==> config.mk <==
export PLATFORM = sky130hd
export DESIGN_NAME = tdm_demux4
export DESIGN_NICKNAME = d
export VERILOG_FILES = /design/src/rtl/tdm_pkg.sv /design/src/rtl/tdm_slot_ctr.sv /design/src/rtl/tdm_demux4.sv
export SDC_FILE = /design/constraint.sdc
export NUM_CORES = 1
export LEC_CHECK = 0
export CORE_MARGIN = 10
export CORE_UTILIZATION = 51
export CTS_CLUSTER_DIAMETER = 150
export DETAILED_ROUTE_END_ITERATION = 7
export PLACE_DENSITY = 0.8
export SYNTH_ARGS = -nofsm -noshare
export SYNTH_HDL_FRONTEND = slang
export SYNTH_HIERARCHICAL = 1
export SYNTH_SLANG_ARGS = --single-unit
==> constraint.sdc <==
create_clock -name clk -period 2.6 [get_ports clk]
set_clock_uncertainty 0.05 [all_clocks]
set_input_delay 0.52 -clock clk [delete_from_list [all_inputs] [get_ports clk]]
set_output_delay 0.52 -clock clk [all_outputs]
set_load 0.005 [all_outputs]
==> src/rtl/tdm_pkg.sv <==
// -----------------------------------------------------------------------------
// tdm_pkg
//   Shared definitions for the TDM receive demultiplexer.
//   - ST_HUNT / ST_LOCK : framing state encoding
//   - LANES_DEF / WIDTH_DEF : default slots per frame and bits per slot
//   - slot_cnt_w() : width of the slot counter for a given lane count
// -----------------------------------------------------------------------------
package tdm_pkg;

    localparam logic ST_HUNT = 1'b0;
    localparam logic ST_LOCK = 1'b1;

    localparam int LANES_DEF = 4;
    localparam int WIDTH_DEF = 1;

    // Slot counter width; never narrower than one bit.
    function automatic int slot_cnt_w(input int lanes);
        return (lanes < 2) ? 1 : $clog2(lanes);
    endfunction

endpackage

==> src/rtl/tdm_slot_ctr.sv <==
// -----------------------------------------------------------------------------
// tdm_slot_ctr
//   Modulo-LANES slot counter for the TDM demultiplexer.
//   Ports:
//     clk      in   clock, rising edge
//     rst      in   synchronous active-high reset (count -> 0)
//     i_clr    in   force count to 0
//     i_load1  in   force count to 1 (slot 0 just consumed)
//     i_adv    in   advance by one, wrapping LANES-1 -> 0
//     o_cnt    out  current slot index
//     o_wrap   out  high when o_cnt is the last slot (next advance wraps)
//   Priority: rst > i_clr > i_load1 > i_adv.
// -----------------------------------------------------------------------------
module tdm_slot_ctr
    import tdm_pkg::*;
#(
    parameter int LANES = LANES_DEF,
    parameter int CW    = slot_cnt_w(LANES)
) (
    input  logic          clk,
    input  logic          rst,
    input  logic          i_clr,
    input  logic          i_load1,
    input  logic          i_adv,
    output logic [CW-1:0] o_cnt,
    output logic          o_wrap
);

    logic [CW-1:0] r_cnt;

    assign o_cnt  = r_cnt;
    assign o_wrap = (r_cnt == CW'(LANES - 1));

    // NOTE: state registers use non-blocking assignments so every flop samples
    // pre-edge values regardless of block ordering.
    always_ff @(posedge clk) begin
        if (rst) begin
            r_cnt <= '0;
        end else if (i_clr) begin
            r_cnt <= '0;
        end else if (i_load1) begin
            r_cnt <= CW'(1);
        end else if (i_adv) begin
            r_cnt <= o_wrap ? '0 : r_cnt + CW'(1);
        end
    end

endmodule

==> src/rtl/tdm_demux4.sv <==
// -----------------------------------------------------------------------------
// tdm_demux4
//   Receive side of a LANES:1 time-division link. Each strobed sample is
//   steered to the lane selected by the slot counter, aligned by fsync. A
//   completed frame is presented on dout with a one-cycle dout_vld pulse.
//   Ports:
//     clk       in   clock, rising edge
//     rst       in   synchronous active-high reset
//     din       in   slot sample (WIDTH bits)
//     din_vld   in   slot strobe; din/fsync only sampled when high
//     fsync     in   marks current din as slot 0
//     lane_vld  out  one-hot pulse, lane just written
//     lane_dat  out  registered copy of the sample just written
//     dout      out  last complete frame, lane i = dout[i*WIDTH +: WIDTH]
//     dout_vld  out  one-cycle pulse, dout updated
//     locked    out  high while in LOCK
//     sync_err  out  one-cycle pulse on framing error
//     err_cnt   out  saturating sync_err count (only with TDM_DEMUX_ERRCNT_EN)
//   Build option: define TDM_DEMUX_ERRCNT_EN to add the err_cnt port/counter.
// -----------------------------------------------------------------------------
module tdm_demux4
    import tdm_pkg::*;
#(
    parameter int LANES = LANES_DEF,
    parameter int WIDTH = WIDTH_DEF
) (
    input  logic                   clk,
    input  logic                   rst,
    input  logic [WIDTH-1:0]       din,
    input  logic                   din_vld,
    input  logic                   fsync,
    output logic [LANES-1:0]       lane_vld,
    output logic [WIDTH-1:0]       lane_dat,
    output logic [LANES*WIDTH-1:0] dout,
    output logic                   dout_vld,
    output logic                   locked,
    output logic                   sync_err
`ifdef TDM_DEMUX_ERRCNT_EN
    ,
    output logic [7:0]             err_cnt
`endif
);

    localparam int CW = slot_cnt_w(LANES);

    logic                   r_state;
    logic [LANES*WIDTH-1:0] r_shadow;

    logic [CW-1:0]          w_cnt;
    logic                   w_wrap;
    logic                   w_next_state;
    logic                   w_write;
    logic                   w_to_lane0;
    logic                   w_adv;
    logic                   w_load1;
    logic                   w_clr;
    logic                   w_err;
    logic                   w_done;
    logic [CW-1:0]          w_slot;
    logic [LANES-1:0]       w_lane_oh;
    logic [LANES*WIDTH-1:0] w_frame;

    tdm_slot_ctr #(
        .LANES (LANES),
        .CW    (CW)
    ) u_slot_ctr (
        .clk     (clk),
        .rst     (rst),
        .i_clr   (w_clr),
        .i_load1 (w_load1),
        .i_adv   (w_adv),
        .o_cnt   (w_cnt),
        .o_wrap  (w_wrap)
    );

    // Framing decisions for the current strobe.
    // NOTE: every signal gets a default before the branches so no path leaves
    // it unassigned, which would otherwise infer a latch.
    always_comb begin
        w_next_state = r_state;
        w_write      = 1'b0;
        w_to_lane0   = 1'b0;
        w_adv        = 1'b0;
        w_load1      = 1'b0;
        w_clr        = 1'b0;
        w_err        = 1'b0;
        w_done       = 1'b0;
        if (din_vld) begin
            if (r_state == ST_HUNT) begin
                if (fsync) begin
                    w_write      = 1'b1;
                    w_to_lane0   = 1'b1;
                    w_load1      = 1'b1;
                    w_next_state = ST_LOCK;
                end
            end else if (fsync) begin
                // Normal frame start, or early sync restarting the frame.
                w_write    = 1'b1;
                w_to_lane0 = 1'b1;
                w_load1    = 1'b1;
                w_err      = (w_cnt != '0);
            end else if (w_cnt == '0) begin
                // Slot 0 arrived without its marker: lose lock.
                w_err        = 1'b1;
                w_clr        = 1'b1;
                w_next_state = ST_HUNT;
            end else begin
                w_write = 1'b1;
                w_adv   = 1'b1;
                w_done  = w_wrap;
            end
        end
    end

    assign w_slot = w_to_lane0 ? '0 : w_cnt;

    // Shadow frame with the current sample merged in, plus the lane strobe.
    always_comb begin
        w_frame   = r_shadow;
        w_lane_oh = '0;
        for (int i = 0; i < LANES; i++) begin
            if (w_write && (CW'(i) == w_slot)) begin
                w_frame[i*WIDTH +: WIDTH] = din;
                w_lane_oh[i]              = 1'b1;
            end
        end
    end

    always_ff @(posedge clk) begin
        if (rst) begin
            r_state  <= ST_HUNT;
            // NOTE: the shadow frame is reset on purpose: a frame completed
            // after reset must not expose lanes from before it.
            r_shadow <= '0;
            lane_vld <= '0;
            lane_dat <= '0;
            dout     <= '0;
            dout_vld <= 1'b0;
            locked   <= 1'b0;
            sync_err <= 1'b0;
        end else begin
            r_state  <= w_next_state;
            locked   <= (w_next_state == ST_LOCK);
            lane_vld <= w_lane_oh;
            dout_vld <= w_done;
            sync_err <= w_err;
            if (w_write) begin
                r_shadow <= w_frame;
                lane_dat <= din;
            end
            if (w_done) begin
                dout <= w_frame;
            end
        end
    end

`ifdef TDM_DEMUX_ERRCNT_EN
    // Saturating count of framing errors, in step with the sync_err pulse.
    always_ff @(posedge clk) begin
        if (rst) begin
            err_cnt <= '0;
        end else if (w_err && (err_cnt != 8'hFF)) begin
            err_cnt <= err_cnt + 8'd1;
        end
    end
`else
    // No error counter in this build.
`endif

endmodule
==> metrics.txt, run 1 <==
RSZ-0062 raised after global routing=false; Max-Cap Viols=0; Port Buf Inserts=16; Placed Instance Area=952 sq um; GP Congestion=0.765; Num CTS Buffers=3; Cells after DPL=112; Detailed Routing Iterations Pass 1=4; vias=~660; WP data required=around 2700 ps; Crit-path slowest cell=clkdlybuf4s50_1; fin nets=109; post-synthesis instance area=around 800 sq um; Initial Util=53.7%; Setup Buffers After CTS=0; CTS tree=done; min cycle time layout=2040 ps; largest net degree at the start of global routing=20; CP cell instances=clkdlybuf4s50_1 > inv_1 > ha_1 > nand4bb_1 > o21ai_1 > a311oi_1; GR Overflow Total=0; Inserted Diodes=0; # DRC=0; Hold Fails Final Rpt=0; status=finished, final reports clean; Cell Rows=14; Final TNS setup=0 ps; # hold bufs at CTS=0; first-pass GRT wire length=2.55 mm; crit-path max FO=8; Cell variety after synth=35; maximum buffer depth of the clock tree=2; Layout Cells excl Fill=116; Post-Synthesis Cells=85; share of layout cells above drive strength 1=5.00%; Seq/Total Area, Yosys=45.1%; fmax=489 MHz; Post-DP HPWL=around 1.2 mm; syn avg cell area=between 9 and 10 sq um; Leak=between 0.3 and 0.4 nW; Root Buffer=clkbuf_4; slew at the pin closest to its max-slew limit=596 ps; WS Path Type=in -> reg; Placeable Area=0.00149 sq mm; GRT Total Usage=9.01%; syn nets=93; crit path DAT=2140 ps; synthesized flop and latch total=18; CTS HTree Levels=1; pins over their slew limit=0; WL final=1.59 mm; initial DRC count=7; Worst Setup End Kind=flip-flop; hold slack=approximately 440 ps; Routed WL per cell=13.7 um; Area growth syn-to-layout=23.6%; synth warn=6; Max rail drop VDD=between 300 and 400 uV; fin crit share=78.7%; max incr delay on CP=approximately 580 ps; final setup vio count=0; Clock Sinks=18; Critical Path Source Type=input port; # resized after CTS=0; die extent in x=59.6 um; top-level I/O count=17; die height=59.6 um; relative slew slack=60.2%; fin area=988 sq um; post-route ant nets=0; Layout Utilization=around 66%; Vias per Instance=5.67; Hold WC Path Type=reg -> reg; worst-skew pair later-pin latency=290 ps; initial antenna violation count=0; Die Area=0.00355 sq mm; clock-pin slew on the worst setup and hold paths=100 ps; vias in the first global route=a little over 600; PwrDens=507 mW/mm^2
==> where the power goes <==
part	leakage (nW)	internal, mW	switching (mW)
sequential	0.146	0.281	0.00739
clock	0.0210	0.0852	0.0825
combinational	0.193	0.0246	0.0209
total	0.360	0.391	0.111
==> layout make-up <==
| class | count | area, sq um |
|---|---|---|
| fill | 124 | 500 |
| multi-input combinational | 60 | 404 |
| sequential | 18 | 360 |
| timing repair buffer | 16 | 160 |
| clock buffer | 4 | 36.3 |
| tap | 16 | 20.0 |
| inverter | 2 | 7.51 |
==> metal layers <==
| layer | GRT usage [%] | up-vias | routed length [um] | part of all wire, % |
|---|---|---|---|---|
| met2 | 14.4 | 19 | 755 | 48 |
| li1 | - | 343 | - | - |
| met5 | 0 | - | 0 | 0 |
| met1 | 10.2 | 294 | 696 | 44 |
| met4 | 3.85 | 0 | 10 | 0.63 |
| met3 | 3.86 | 2 | 126 | 7.9 |
==> cells by family after synthesis <==
group,Yosys count,share of synthesized area (%)
adders and majority gates,3,4.70
buffers and inverters,7,4.38
AOI/OAI and AO/OA,21,16.6
muxes,2,2.50
and+or+nand+nor,34,26.8
DFF,18,45.1
==> synth_stat cells, drive strengths merged <==
cell type / n / area (sq um)
a21oi: 8 / 40.0
mux2i: 2 / 20.0
nand4: 1 / 6.26
or2b: 1 / 7.51
o21ai: 5 / 25.0
or2: 1 / 6.26
nor3: 6 / 30.0
a21boi: 1 / 7.51
nand4b: 2 / 17.5
clkbuf: 2 / 7.51
nand2: 2 / 7.51
and3b: 1 / 8.76
nor2b: 1 / 6.26
o31a: 1 / 8.76
and4bb: 1 / 12.5
ha: 3 / 37.5
and2: 1 / 6.26
o21a: 2 / 15.0
a21bo: 1 / 10.0
nand2b: 3 / 18.8
buf: 3 / 20.0
nor4: 1 / 6.26
inv: 2 / 7.51
nor3b: 2 / 15.0
nor2: 4 / 15.0
nand4bb: 1 / 11.3
dfxtp: 18 / 360
and2b: 1 / 7.51
a311oi: 3 / 26.3
and3: 2 / 13.8
nand3b: 1 / 7.51
nand3: 2 / 10.0
==> metrics by stage <==
step	setup WS, ps	power (mW)
floorplan	1050	0.322
global placement	347	0.339
detailed placement	296	0.340
CTS	593	0.506
global route	373	0.519
finish	555	0.501
==> worst max-delay path, delay by kind of cell <==
| family | cells | cell delay, ps |
|---|---|---|
| AOI/OAI and AO/OA | 2 | 370 |
| adders and majority gates | 1 | 230 |
| buffers and inverters | 2 | 670 |
| and+or+nand+nor | 1 | 340 |
==> flip-flops by register name, summed over array words and instances (netlist names) <==
signal	flops
dout	4
lane_vld	4
r_shadow	4
u_slot_ctr/o_cnt	2
dout_vld	1
lane_dat	1
r_state	1
sync_err	1
==> final timing paths <==
path | cells after the start | from | slack, ps | end
worst max-delay path | 6 | fsync | 560 | dout[2]
worst min-delay path | 2 | r_shadow[0] | 440 | r_shadow[0]
worst max register to register | 5 | u_slot_ctr/o_cnt[1] | 800 | dout[2]
worst min register to register | 2 | r_shadow[0] | 440 | r_shadow[0]
==> cell usage in the layout, fill, tap and decap left out, types with 2 or more instances in the layout <==
| master | instances |
|---|---|
| nor3b_1 | 2 |
| nor3_1 | 6 |
| nor2_1 | 4 |
| inv_1 | 2 |
| ha_1 | 3 |
| dfxtp_1 | 18 |
| a311oi_1 | 3 |
| nand2b_1 | 3 |
| a21oi_1 | 8 |
| nand4b_1 | 2 |
| nand3_1 | 2 |
| o21a_1 | 2 |
| nand2_1 | 2 |
| o21ai_1 | 4 |
| mux2i_1 | 2 |
| clkdlybuf4s50_1 | 16 |
| clkbuf_4 | 3 |
Power figures use the tool's default switching activity.
==> inputs of run 2 (changes only) <==
CORE_UTILIZATION = 48   (was 51)
PLACE_DENSITY = 0.76   (was 0.8)
clock period = 2 ns   (was 2.6 ns; I/O delays follow)
==> metrics.txt, run 2 (synthesized netlist as in run 1, its figures left out) <==
Post-DP HPWL=1.34 mm (+11%); WS Path Type=reg -> out; critical path buffer and inverter count=1 (-1); Leak=0.393 nW (+9.3%); initial antenna violation count=0 (unchanged); clock-pin slew on the worst setup and hold paths=100 ps (about the same); Hold WC Path Type=reg -> reg; GRT Total Usage=10.7% (+1.7 points); initial DRC count=20 (+13); Routed WL per cell=14.0 um (+2.4%); vias in the first global route=644 (+5.9%); Num CTS Buffers=3 (unchanged); final setup vio count=0 (unchanged); Placeable Area=0.00154 sq mm (+3.5%); crit-path max FO=12 (+4); GR Overflow Total=0 (unchanged); vias=681 (+3.5%); Setup Buffers After CTS=0 (unchanged); Max rail drop VDD=484 uV (+28%); min cycle time layout=roughly 1800 ps; WL final=1.73 mm (+8.6%); first-pass GRT wire length=3.03 mm (+19%); PwrDens=639 mW/mm^2 (+26%); CTS HTree Levels=1 (unchanged); Layout Utilization=67.5% (+1.1 points); share of layout cells above drive strength 1=11.2% (+6.2 points); RSZ-0062 raised after global routing=false; Critical Path Source Type=flip-flop; Port Buf Inserts=16 (unchanged); Top Registers=dout x4, lane_vld x4, r_shadow x4; CP delay by family, top=buffers and inverters; commonest non-fill, non-tap cells in the layout=dfxtp_1, clkdlybuf4s50_1, a21oi_1, buf_4, nor3_1; largest net degree at the start of global routing=13 (-35%); max incr delay on CP=570 ps (about the same); # hold bufs at CTS=0 (unchanged); top-level I/O count=17 (unchanged); die extent in x=60.8 um (+2.0%); Vias per Instance=5.54 (-2.4%); GP Congestion=0.791 (+3.4%); Inserted Diodes=0 (unchanged); fin crit share=91.1%; slew at the pin closest to its max-slew limit=330 ps (-266 ps); status=finished, final reports clean; hold slack=433 ps (-3.62 ps); CTS tree=done; WP data required=1550 ps (-1150 ps); Die Area=0.00370 sq mm (+4.1%); commonest non-fill, non-tap cell in the layout=dfxtp_1; Max-Cap Viols=0 (unchanged); crit path DAT=1370 ps (-770 ps); relative slew slack=77.9% (+18 points); fillers=145 (+17%); Worst Setup End Kind=primary output; # resized after CTS=0 (unchanged); post-route ant nets=0 (unchanged); Cell Rows=14 (unchanged); Detailed Routing Iterations Pass 1=4 (unchanged); Final TNS setup=0 ps (unchanged); CP cell instances=clkdlybuf4s50_1; fmax=549 MHz; fin nets=116 (+6.4%); # DRC=0 (unchanged); worst-skew pair later-pin latency=290 ps (about the same); Placed Instance Area=0.00100 sq mm (+5.5%); Hold Fails Final Rpt=0 (unchanged); Root Buffer=clkbuf_4; Crit-path slowest cell=clkdlybuf4s50_1; Clock Sinks=18 (unchanged); Initial Util=51.9% (-1.8 points); pins over their slew limit=0 (unchanged); die height=60.8 um (+2.0%); fin area=0.00104 sq mm (+5.3%); maximum buffer depth of the clock tree=2 (unchanged); Area growth syn-to-layout=30.2%
-- run 2: cell types whose count changed in the layout (fill, tap and decap cells not counted) --
cell,change
buf_4,+7
-- run 2: tightest hold or removal path, stage by stage, from the launching register on --
cell	delay (ps)
dfxtp_1	330
nand3_1	60
a21oi_1	50
-- run 2: path summary, 6_finish.rpt --
check | startpoint | to | slack [ps] | cells after the start
hold / removal | r_shadow[0] | dout[0] | 430 | 2
hold reg to reg | r_shadow[0] | dout[0] | 430 | 2
setup reg to reg | u_slot_ctr/o_cnt[1] | u_slot_ctr/o_cnt[0] | 500 | 6
setup / recovery | r_state | locked | 180 | 1
-- run 2: area by class of cell --
cell class	instances	area [sq um]	area share, %
Multi-Input combinational cell	60	404	38.8
Sequential cell	18	360	34.6
Timing Repair Buffer	23	213	20.4
Clock buffer	4	36.3	3.49
Tap cell	16	20.0	1.92
Inverter	2	7.51	0.721
-- run 2: per-layer routing --
layer	global-route usage (%)	up-vias	routed length, um
met2	15.6	18	757
met5	0	-	0
li1	-	351	-
met4	5.64	0	13
met3	4.38	2	160
met1	13.1	310	793
-- run 2: metrics by stage --
step                setup slack [ps]  power, mW  std cells
finish                           178      0.665        123
global route                    98.4      0.694        123
CTS                              170      0.669        123
detailed placement             -23.2      0.452        119
global placement                42.8      0.451        119
floorplan                        455      0.419         85
-- run 2: power by group --
part           leakage, nW  total, mW  internal [mW]  switching (mW)
registers            0.146      0.371          0.365         0.00593
clock network       0.0210      0.221          0.111           0.110
logic                0.226     0.0729         0.0389          0.0340
total                0.393      0.665          0.515           0.150
==> inputs of run 3 (changes only) <==
SETUP_SLACK_MARGIN = 0.05   (was unset)
==> results of run 3 <==
Final layout, timing and power as in run 2 (identical DEF).
